$ cat src/rtl/seq_alu_if.sv
// rtl/seq_alu_if.sv - request/result handshake bundle for seq_alu
interface seq_alu_if #(
  parameter int WIDTH = 32
);
  logic             in_valid;
  logic             in_ready;
  logic [5:0]       code;
  logic [WIDTH-1:0] X;
  logic [WIDTH-1:0] Y;
  logic             out_valid;
  logic             out_ready;
  logic [WIDTH-1:0] Z;
  logic             CMP_Flag;

  modport master (
    output in_valid, code, X, Y, out_ready,
    input  in_ready, out_valid, Z, CMP_Flag
  );

  modport slave (
    input  in_valid, code, X, Y, out_ready,
    output in_ready, out_valid, Z, CMP_Flag
  );
endinterface

$ cat src/rtl/seq_alu.sv
// rtl/seq_alu.sv - sequential ALU: single-cycle ops plus shift-add multiply
// Optional saturating add/sub (opcodes 13/14) enabled by macro SEQ_ALU_SAT_EN.
module seq_alu #(
  parameter int WIDTH = 32
) (
  input  logic       clk,
  input  logic       rst_n,
  seq_alu_if.slave   bus
);
  localparam int CW = $clog2(WIDTH) + 1;
  localparam logic [CW-1:0]    LAST_STEP = CW'(WIDTH - 1);
  localparam logic [WIDTH-1:0] SHIFT_LIM = WIDTH'(WIDTH);

  localparam logic [0:0] ST_IDLE = 1'b0;
  localparam logic [0:0] ST_MUL  = 1'b1;

  localparam logic [5:0] OP_ADD  = 6'd0;
  localparam logic [5:0] OP_SUB  = 6'd1;
  localparam logic [5:0] OP_MUL  = 6'd2;
  localparam logic [5:0] OP_AND  = 6'd3;
  localparam logic [5:0] OP_OR   = 6'd4;
  localparam logic [5:0] OP_XOR  = 6'd5;
  localparam logic [5:0] OP_NOT  = 6'd6;
  localparam logic [5:0] OP_MAX  = 6'd7;
  localparam logic [5:0] OP_LT   = 6'd8;
  localparam logic [5:0] OP_EQ   = 6'd9;
  localparam logic [5:0] OP_LE   = 6'd10;
  localparam logic [5:0] OP_SHL  = 6'd11;
  localparam logic [5:0] OP_SHR  = 6'd12;
`ifdef SEQ_ALU_SAT_EN
  localparam logic [5:0] OP_SADD = 6'd13;
  localparam logic [5:0] OP_SSUB = 6'd14;
`endif

  logic [0:0]       state;
  logic [CW-1:0]    cnt;
  logic [WIDTH-1:0] mcand;
  logic [WIDTH-1:0] mplier;
  logic [WIDTH-1:0] acc;
  logic [WIDTH-1:0] acc_next;
  logic [WIDTH-1:0] z_q;
  logic             flag_q;
  logic             ov_q;

  logic             accept;
  logic [WIDTH-1:0] alu_z;
  logic             alu_is_cmp;
  logic             alu_flag;

  assign bus.in_ready  = (state == ST_IDLE) && (!ov_q || bus.out_ready);
  assign bus.out_valid = ov_q;
  assign bus.Z         = z_q;
  assign bus.CMP_Flag  = flag_q;

  assign accept = bus.in_valid && bus.in_ready;

  // One multiplier bit per cycle; the multiplicand walks left, high bits fall off.
  assign acc_next = mplier[0] ? (acc + mcand) : acc;

`ifdef SEQ_ALU_SAT_EN
  logic [WIDTH:0] sat_sum;
  assign sat_sum = {1'b0, bus.X} + {1'b0, bus.Y};
`endif

  always_comb begin
    alu_z      = '0;
    alu_is_cmp = 1'b0;
    alu_flag   = 1'b0;
    case (bus.code)
      OP_ADD: alu_z = bus.X + bus.Y;
      OP_SUB: alu_z = bus.X - bus.Y;
      OP_AND: alu_z = bus.X & bus.Y;
      OP_OR:  alu_z = bus.X | bus.Y;
      OP_XOR: alu_z = bus.X ^ bus.Y;
      OP_NOT: alu_z = ~bus.Y;
      OP_MAX: alu_z = (bus.X > bus.Y) ? bus.X : bus.Y;
      OP_LT: begin
        alu_is_cmp = 1'b1;
        alu_flag   = bus.X < bus.Y;
      end
      OP_EQ: begin
        alu_is_cmp = 1'b1;
        alu_flag   = bus.X == bus.Y;
      end
      OP_LE: begin
        alu_is_cmp = 1'b1;
        alu_flag   = bus.X <= bus.Y;
      end
      OP_SHL: alu_z = (bus.Y >= SHIFT_LIM) ? '0 : (bus.X << bus.Y);
      OP_SHR: alu_z = (bus.Y >= SHIFT_LIM) ? '0 : (bus.X >> bus.Y);
`ifdef SEQ_ALU_SAT_EN
      OP_SADD: alu_z = sat_sum[WIDTH] ? '1 : sat_sum[WIDTH-1:0];
      OP_SSUB: alu_z = (bus.X < bus.Y) ? '0 : (bus.X - bus.Y);
`endif
      default: alu_z = '0;
    endcase
  end

  always_ff @(posedge clk or negedge rst_n) begin
    if (!rst_n) begin
      state  <= ST_IDLE;
      cnt    <= '0;
      mcand  <= '0;
      mplier <= '0;
      acc    <= '0;
      z_q    <= '0;
      flag_q <= 1'b0;
      ov_q   <= 1'b0;
    end else begin
      // Default: a held result drops once the consumer takes it; loads below override.
      ov_q <= ov_q && !bus.out_ready;
      case (state)
        ST_IDLE: begin
          if (accept) begin
            if (bus.code == OP_MUL) begin
              state  <= ST_MUL;
              cnt    <= '0;
              mcand  <= bus.X;
              mplier <= bus.Y;
              acc    <= '0;
            end else begin
              z_q  <= alu_z;
              ov_q <= 1'b1;
              if (alu_is_cmp) begin
                flag_q <= alu_flag;
              end
            end
          end
        end
        ST_MUL: begin
          acc    <= acc_next;
          mcand  <= mcand << 1;
          mplier <= mplier >> 1;
          cnt    <= cnt + CW'(1);
          if (cnt == LAST_STEP) begin
            z_q   <= acc_next;
            ov_q  <= 1'b1;
            state <= ST_IDLE;
          end
        end
        default: state <= ST_IDLE;
      endcase
    end
  end
endmodule

$ cat src/flat_wrapper.sv
// flat-port wrapper written by rule: the top's interface ports become plain ports
module seq_alu_flat 
#(
  parameter int WIDTH = 32
)
  (clk, rst_n, bus_in_valid, bus_code, bus_X, bus_Y, bus_out_ready, bus_in_ready, bus_out_valid, bus_Z, bus_CMP_Flag);
  seq_alu_if #(.WIDTH(WIDTH)) bus_i ();
  input  logic clk;
  input  logic rst_n;
  input wire logic [$bits(bus_i.in_valid)-1:0] bus_in_valid;
  input wire logic [$bits(bus_i.code)-1:0] bus_code;
  input wire logic [$bits(bus_i.X)-1:0] bus_X;
  input wire logic [$bits(bus_i.Y)-1:0] bus_Y;
  input wire logic [$bits(bus_i.out_ready)-1:0] bus_out_ready;
  output wire logic [$bits(bus_i.in_ready)-1:0] bus_in_ready;
  output wire logic [$bits(bus_i.out_valid)-1:0] bus_out_valid;
  output wire logic [$bits(bus_i.Z)-1:0] bus_Z;
  output wire logic [$bits(bus_i.CMP_Flag)-1:0] bus_CMP_Flag;
  assign bus_i.in_valid = bus_in_valid;
  assign bus_i.code = bus_code;
  assign bus_i.X = bus_X;
  assign bus_i.Y = bus_Y;
  assign bus_i.out_ready = bus_out_ready;
  assign bus_in_ready = bus_i.in_ready;
  assign bus_out_valid = bus_i.out_valid;
  assign bus_Z = bus_i.Z;
  assign bus_CMP_Flag = bus_i.CMP_Flag;
  seq_alu #(.WIDTH(WIDTH)) u_core (.clk(clk), .rst_n(rst_n), .bus(bus_i));
endmodule
$ cat config.mk
export PLATFORM = sky130hd
export DESIGN_NAME = seq_alu_flat
export DESIGN_NICKNAME = d
export VERILOG_FILES = /design/src/rtl/seq_alu_if.sv /design/src/rtl/seq_alu.sv /design/src/flat_wrapper.sv
export SDC_FILE = /design/constraint.sdc
export NUM_CORES = 1
export LEC_CHECK = 0
export ABC_AREA = 1
export CORE_ASPECT_RATIO = 0.7
export CORE_MARGIN = 2
export CORE_UTILIZATION = 56
export DETAILED_ROUTE_END_ITERATION = 16
export PLACE_DENSITY = 0.76
export SYNTH_ARGS = -nofsm -noshare
export SYNTH_HDL_FRONTEND = slang
export SYNTH_SLANG_ARGS = --single-unit
$ cat constraint.sdc
create_clock -name clk -period 2.9 [get_ports clk]
set_clock_uncertainty 0.15 [all_clocks]
set_input_delay 0.58 -clock clk [delete_from_list [all_inputs] [get_ports clk]]
set_output_delay 0.58 -clock clk [all_outputs]
set_load 0.01 [all_outputs]
==> run metrics, run 1 <==
outcome=did not finish; Failed at=global routing (5_1_grt); stop err=[ERROR GRT-0232] Routing congestion too high. Check the congestion heatmap in the GUI.; routability cong.=1.15; Post-Syn Instances=2906; ranking of synthesized cells by area=dfrtp_1, nand2_1, nand3_1, ha_1, nor2_1; most frequent cell after synthesis=nand2_1; die height=151 um; largest net degree at the start of global routing=80; main combinational cell family by area after synthesis=simple AND/OR/NAND/NOR gates; Synth Area in Compound Gates=0.211; Initial Util=0.573; yosys warns=0; GRT overflow=6; IO Pins=109; post-synthesis share of cell area spent on xor and xnor gates=0.00857; die width=215 um; Main synth FF type=dfrtp_1; placement-stage cell area=22800 um^2; Mapped Area=17400 um^2; total global routing track utilization=0.748; maximum clock path buffer count=2; most common library cells after synthesis=nand2_1, nand3_1, nor2_1; Syn Area/Cell=5.98 um^2; IO buf count=108; Mapped Nets=3111; CTS Root Cell=clkbuf_16; synthesized flop and latch total=137; Synth Area in Adders=0.0956; Synth area leader=dfrtp_1; post-synthesis mux area share=0; Seq/Total Area, Yosys=0.197; Synth Area in Simple Gates=0.387; GR repair worst EP=u_core.bus.Z[26]$_DFFE_PN0P_/D; Cell Rows=53; post-synth cell types=61; worst_ep kind=sequential cell input; number of CTS-inserted buffers=17; EDFF count, synth=0; clk sinks=137; DPL Wire Length=66400 um; H-tree levels=4; post-synth top area share=0.197; ys async rst share=1.00
==> routing by layer <==
layer,global-route usage,GRT overflow
met1,0.760,1
met2,0.915,3
met3,0.593,0
met4,0.719,2
met5,0.339,0
==> logic make-up after synthesis <==
family                     after synthesis
AOI/OAI and AO/OA                      621
buffers and inverters                  430
adders and majority gates              131
xor gates and xnor gates                17
DFF                                    137
and+or+nand+nor                       1570
==> through the flow <==
stage	setup slack, ns	hold slack [ns]	TNS, ns	std cells	utilization
2_1_floorplan	-0.0974	0.134	-1.05	2906	-
3_3_place_gp	-1.05	0.313	-28.76	3833	0.754
3_5_place_dp	-1.05	0.331	-39.06	3833	0.754
4_1_cts	-0.0108	0.347	-0.0108	3902	0.836
==> timing repair <==
| item | CTS |
|---|---|
| buffers inserted | 35 |
| gates cloned | 4 |
| hold endpoints to repair | 49 |
| hold buffers | 1 |
| pin swaps | 118 |
| endpoints found under the setup margin | 36 |
| resized for setup | 500 |
==> run 2, diff against run 1 <==
- CORE_ASPECT_RATIO: 0.7 -> not set
- CORE_UTILIZATION: 56 -> 40
- PLACE_DENSITY: 0.76 -> not set
- PLACE_DENSITY_LB_ADDON: not set -> 0.15
==> run 2 against run 1 <==
Net effect:
- the flow now finishes, with violations (negative setup slack)
- area after synthesis unchanged
- synthesized cell count unchanged
==> run metrics, run 2 <==
synthesized flop and latch total=137 (unchanged); final setup TNS=-0.0246 ns; DPL Wire Length=75400 um (was 66400 um); Hold Vio Cnt, Final=0; ys async rst share=1.00 (unchanged); wire per inst=22.9 um; Final WS setup=-0.0202 ns; initial antenna violation count=2; Hold Path Class=primary input to flop; vias per inst=5.78; vias in the first global route=23200; Tot Pwr=16.8 mW; Post-Syn Instances=2906 (unchanged); Area Overhead vs Synth=58.7%; most common cell after layout, fill and taps aside=buf_4; CTS Root Cell=clkbuf_16 (unchanged); Synth Area in Compound Gates=0.211 (unchanged); largest net degree at the start of global routing=68; setup violators final=2; Peak Freq=342 MHz; Clk pwr share=0.151; Slew @ Worst Pin=0.811 ns; post-synthesis share of cell area spent on xor and xnor gates=0.00857 (unchanged); vias post-DR=24400; commonest non-fill, non-tap cells in the layout=buf_4, nand2_1, nor2_1, nand3_1, inv_1; First DRT Iteration DRCs=2776; fraction of layout cells with a size suffix above 1=0.376; Int Pwr=8.91 mW; GRT overflow=0; ranking of synthesized cells by area=dfrtp_1, nand2_1, nand3_1, ha_1, nor2_1 (unchanged); post-route insts no fill=4230; Slew HR=0.459; logic gate share of total power=0.637; CTS tree=built; Clk Latency, worst-skew pair=0.49 ns; die width=212 um (was 215 um); number of CTS-inserted buffers=17 (unchanged); IO Pins=109 (unchanged); R2R Setup Slk=0.04 ns; post-synth top area share=0.197 (unchanged); main combinational cell family by area after synthesis=simple AND/OR/NAND/NOR gates (unchanged); routability cong.=1.07 (was 1.15); CTS clock-pin slew for the worst setup and hold paths=0.07 ns; Synth Area in Simple Gates=0.387 (unchanged); CP Class=primary input to flop; H-tree levels=4 (unchanged); crit path launch type=primary input; Initial Util=0.404 (was 0.573); crit path capture type=flop; Routed WL=96900 um; die height=212 um (was 151 um); pins over their slew limit=0; Syn Area/Cell=5.98 um^2 (unchanged); RSZ-0062 raised after global routing=yes; dpl cells=4120 (was 3833); Residual DRC=0; post-synthesis mux area share=0 (unchanged); Place WS=-1.15 ns (was -1.05 ns); most common library cells after synthesis=nand2_1, nand3_1, nor2_1 (unchanged); Mapped Area=17400 um^2 (unchanged); Sw Share=0.470; fillers=4016; P per Cell Area=610 nW/um^2; number of max-cap violations=0; fin crit share=1.01; yosys warns=0 (unchanged); failing checks=negative setup slack; post-synth cell types=61 (unchanged); Cell Rows=76 (was 53); Mapped Nets=3111 (unchanged); first-pass GRT wire length=140000 um; total global routing track utilization=0.418; EDFF count, synth=0 (unchanged); nets=3835; clk sinks=137 (unchanged); Main synth FF type=dfrtp_1 (unchanged); die area=45100 um^2; Synth Area in Adders=0.0956 (unchanged); switching pwr=7.91 mW; Worst EP arrival=3.12 ns; most frequent cell after synthesis=nand2_1 (unchanged); Seq/Total Area, Yosys=0.197 (unchanged); maximum clock path buffer count=2 (unchanged); outcome=finished with violations (was did not finish); Leak=13.4 nW; IO buf count=108 (unchanged); core area=43000 um^2; ANT nets after route=0; final worst path period need=2.92 ns; CP Data Required Time=3.10 ns; Flop pwr share=0.212; Synth area leader=dfrtp_1 (unchanged); maximum vdd drop=0.604 mV; CP max FO=4; first-pass detailed-route iteration total=9
## run 2: path summary, 6_finish.rpt
| path | cells past startpoint | startpoint | to |
|---|---|---|---|
| min in group asynchronous | 2 | rst_n | u_core.bus.Z[17]$_DFFE_PN0P_ |
| min | 3 | bus_Y[8] | u_core.mplier[8]$_DFFE_PN0P_ |
| min reg2reg | 2 | u_core.bus.Z[30]$_DFFE_PN0P_ | u_core.bus.Z[30]$_DFFE_PN0P_ |
| max reg2reg | 13 | u_core.mcand[14]$_DFFE_PN0P_ | u_core.bus.Z[28]$_DFFE_PN0P_ |
| max in group asynchronous | 3 | rst_n | u_core.acc[30]$_DFFE_PN0P_ |
| max | 17 | bus_code[4] | u_core.bus.Z[10]$_DFFE_PN0P_ |
## run 2: stage by stage
| step | hold slack, ns | area, um^2 | utilization |
|---|---|---|---|
| after floorplan | 0.134 | 17500 | - |
| after global placement | 0.320 | 24000 | 0.558 |
| after detailed placement | 0.323 | 24000 | 0.558 |
| after CTS | 0.297 | 26000 | 0.605 |
| after global routing | 0.294 | 27600 | 0.642 |
| final | 0.276 | 27600 | 0.642 |
## run 2: logic make-up (layout without fill, tap and decap cells)
family                   after synthesis  in the layout
adder cells (fa/ha/maj)              131            131
AND/OR/NAND/NOR                     1570           1570
buffers and inverters                430           1167
AO/OA/AOI/OAI                        621            621
XOR/XNOR                              17             17
other                                  0              2
flip-flops                           137            137
## run 2: repair_timing
| action | in CTS | in global routing |
|---|---|---|
| buffers inserted | 35 | 37 |
| hold endpoints to repair | 33 | 0 |
| setup endpoints to repair | 35 | 44 |
| resized for setup | 382 | 463 |
| cloned | 4 | 2 |
| hold buffers | 1 | 0 |
| pin swaps | 82 | 145 |
## run 2: routing by layer
layer,vias up,part of all wire,global-route usage
li1,11300,-,-
met1,11500,0.41,0.545
met3,298,0.089,0.0671
met5,-,0.00013,0
met4,2,0.070,0.264
met2,1347,0.43,0.644
## run 2: final cells by class
class | count | area (um^2) | share of cell area
Multi-Input combinational cell | 2339 | 14500 | 0.526
Timing Repair Buffer | 855 | 7160 | 0.260
Sequential cell | 137 | 3430 | 0.124
Inverter | 280 | 1100 | 0.0398
Tap cell | 585 | 732 | 0.0265
Clock buffer | 18 | 439 | 0.0159
Clock inverter | 14 | 210 | 0.00762
Antenna cell | 2 | 5.00 | 0.000181
## run 2: worst max-delay path, stage by stage
cell,delay (ns)
clkdlybuf4s50_1,0.46
nor2_1,0.05
buf_4,0.15
nand2_1,0.07
nor2_1,0.05
buf_4,0.14
inv_1,0.17
nor2_4,0.06
buf_6,0.14
buf_4,0.14
buf_4,0.14
nand3_1,0.14
nand3_1,0.15
o21ai_4,0.27
nand3_1,0.20
nand2_1,0.11
a21boi_1,0.07
## run 2: power groups by stage
stage | logic, mW | clock network [mW] | registers [mW]
6_report | 10.7 | 2.54 | 3.57
5_1_grt | 11.5 | 2.62 | 3.63
4_1_cts | 9.66 | 2.56 | 3.49
3_5_place_dp | 9.24 | 0 | 3.52
3_3_place_gp | 9.09 | 0 | 3.48
2_1_floorplan | 5.15 | 0 | 3.35
(Power assumes the default switching activity.)
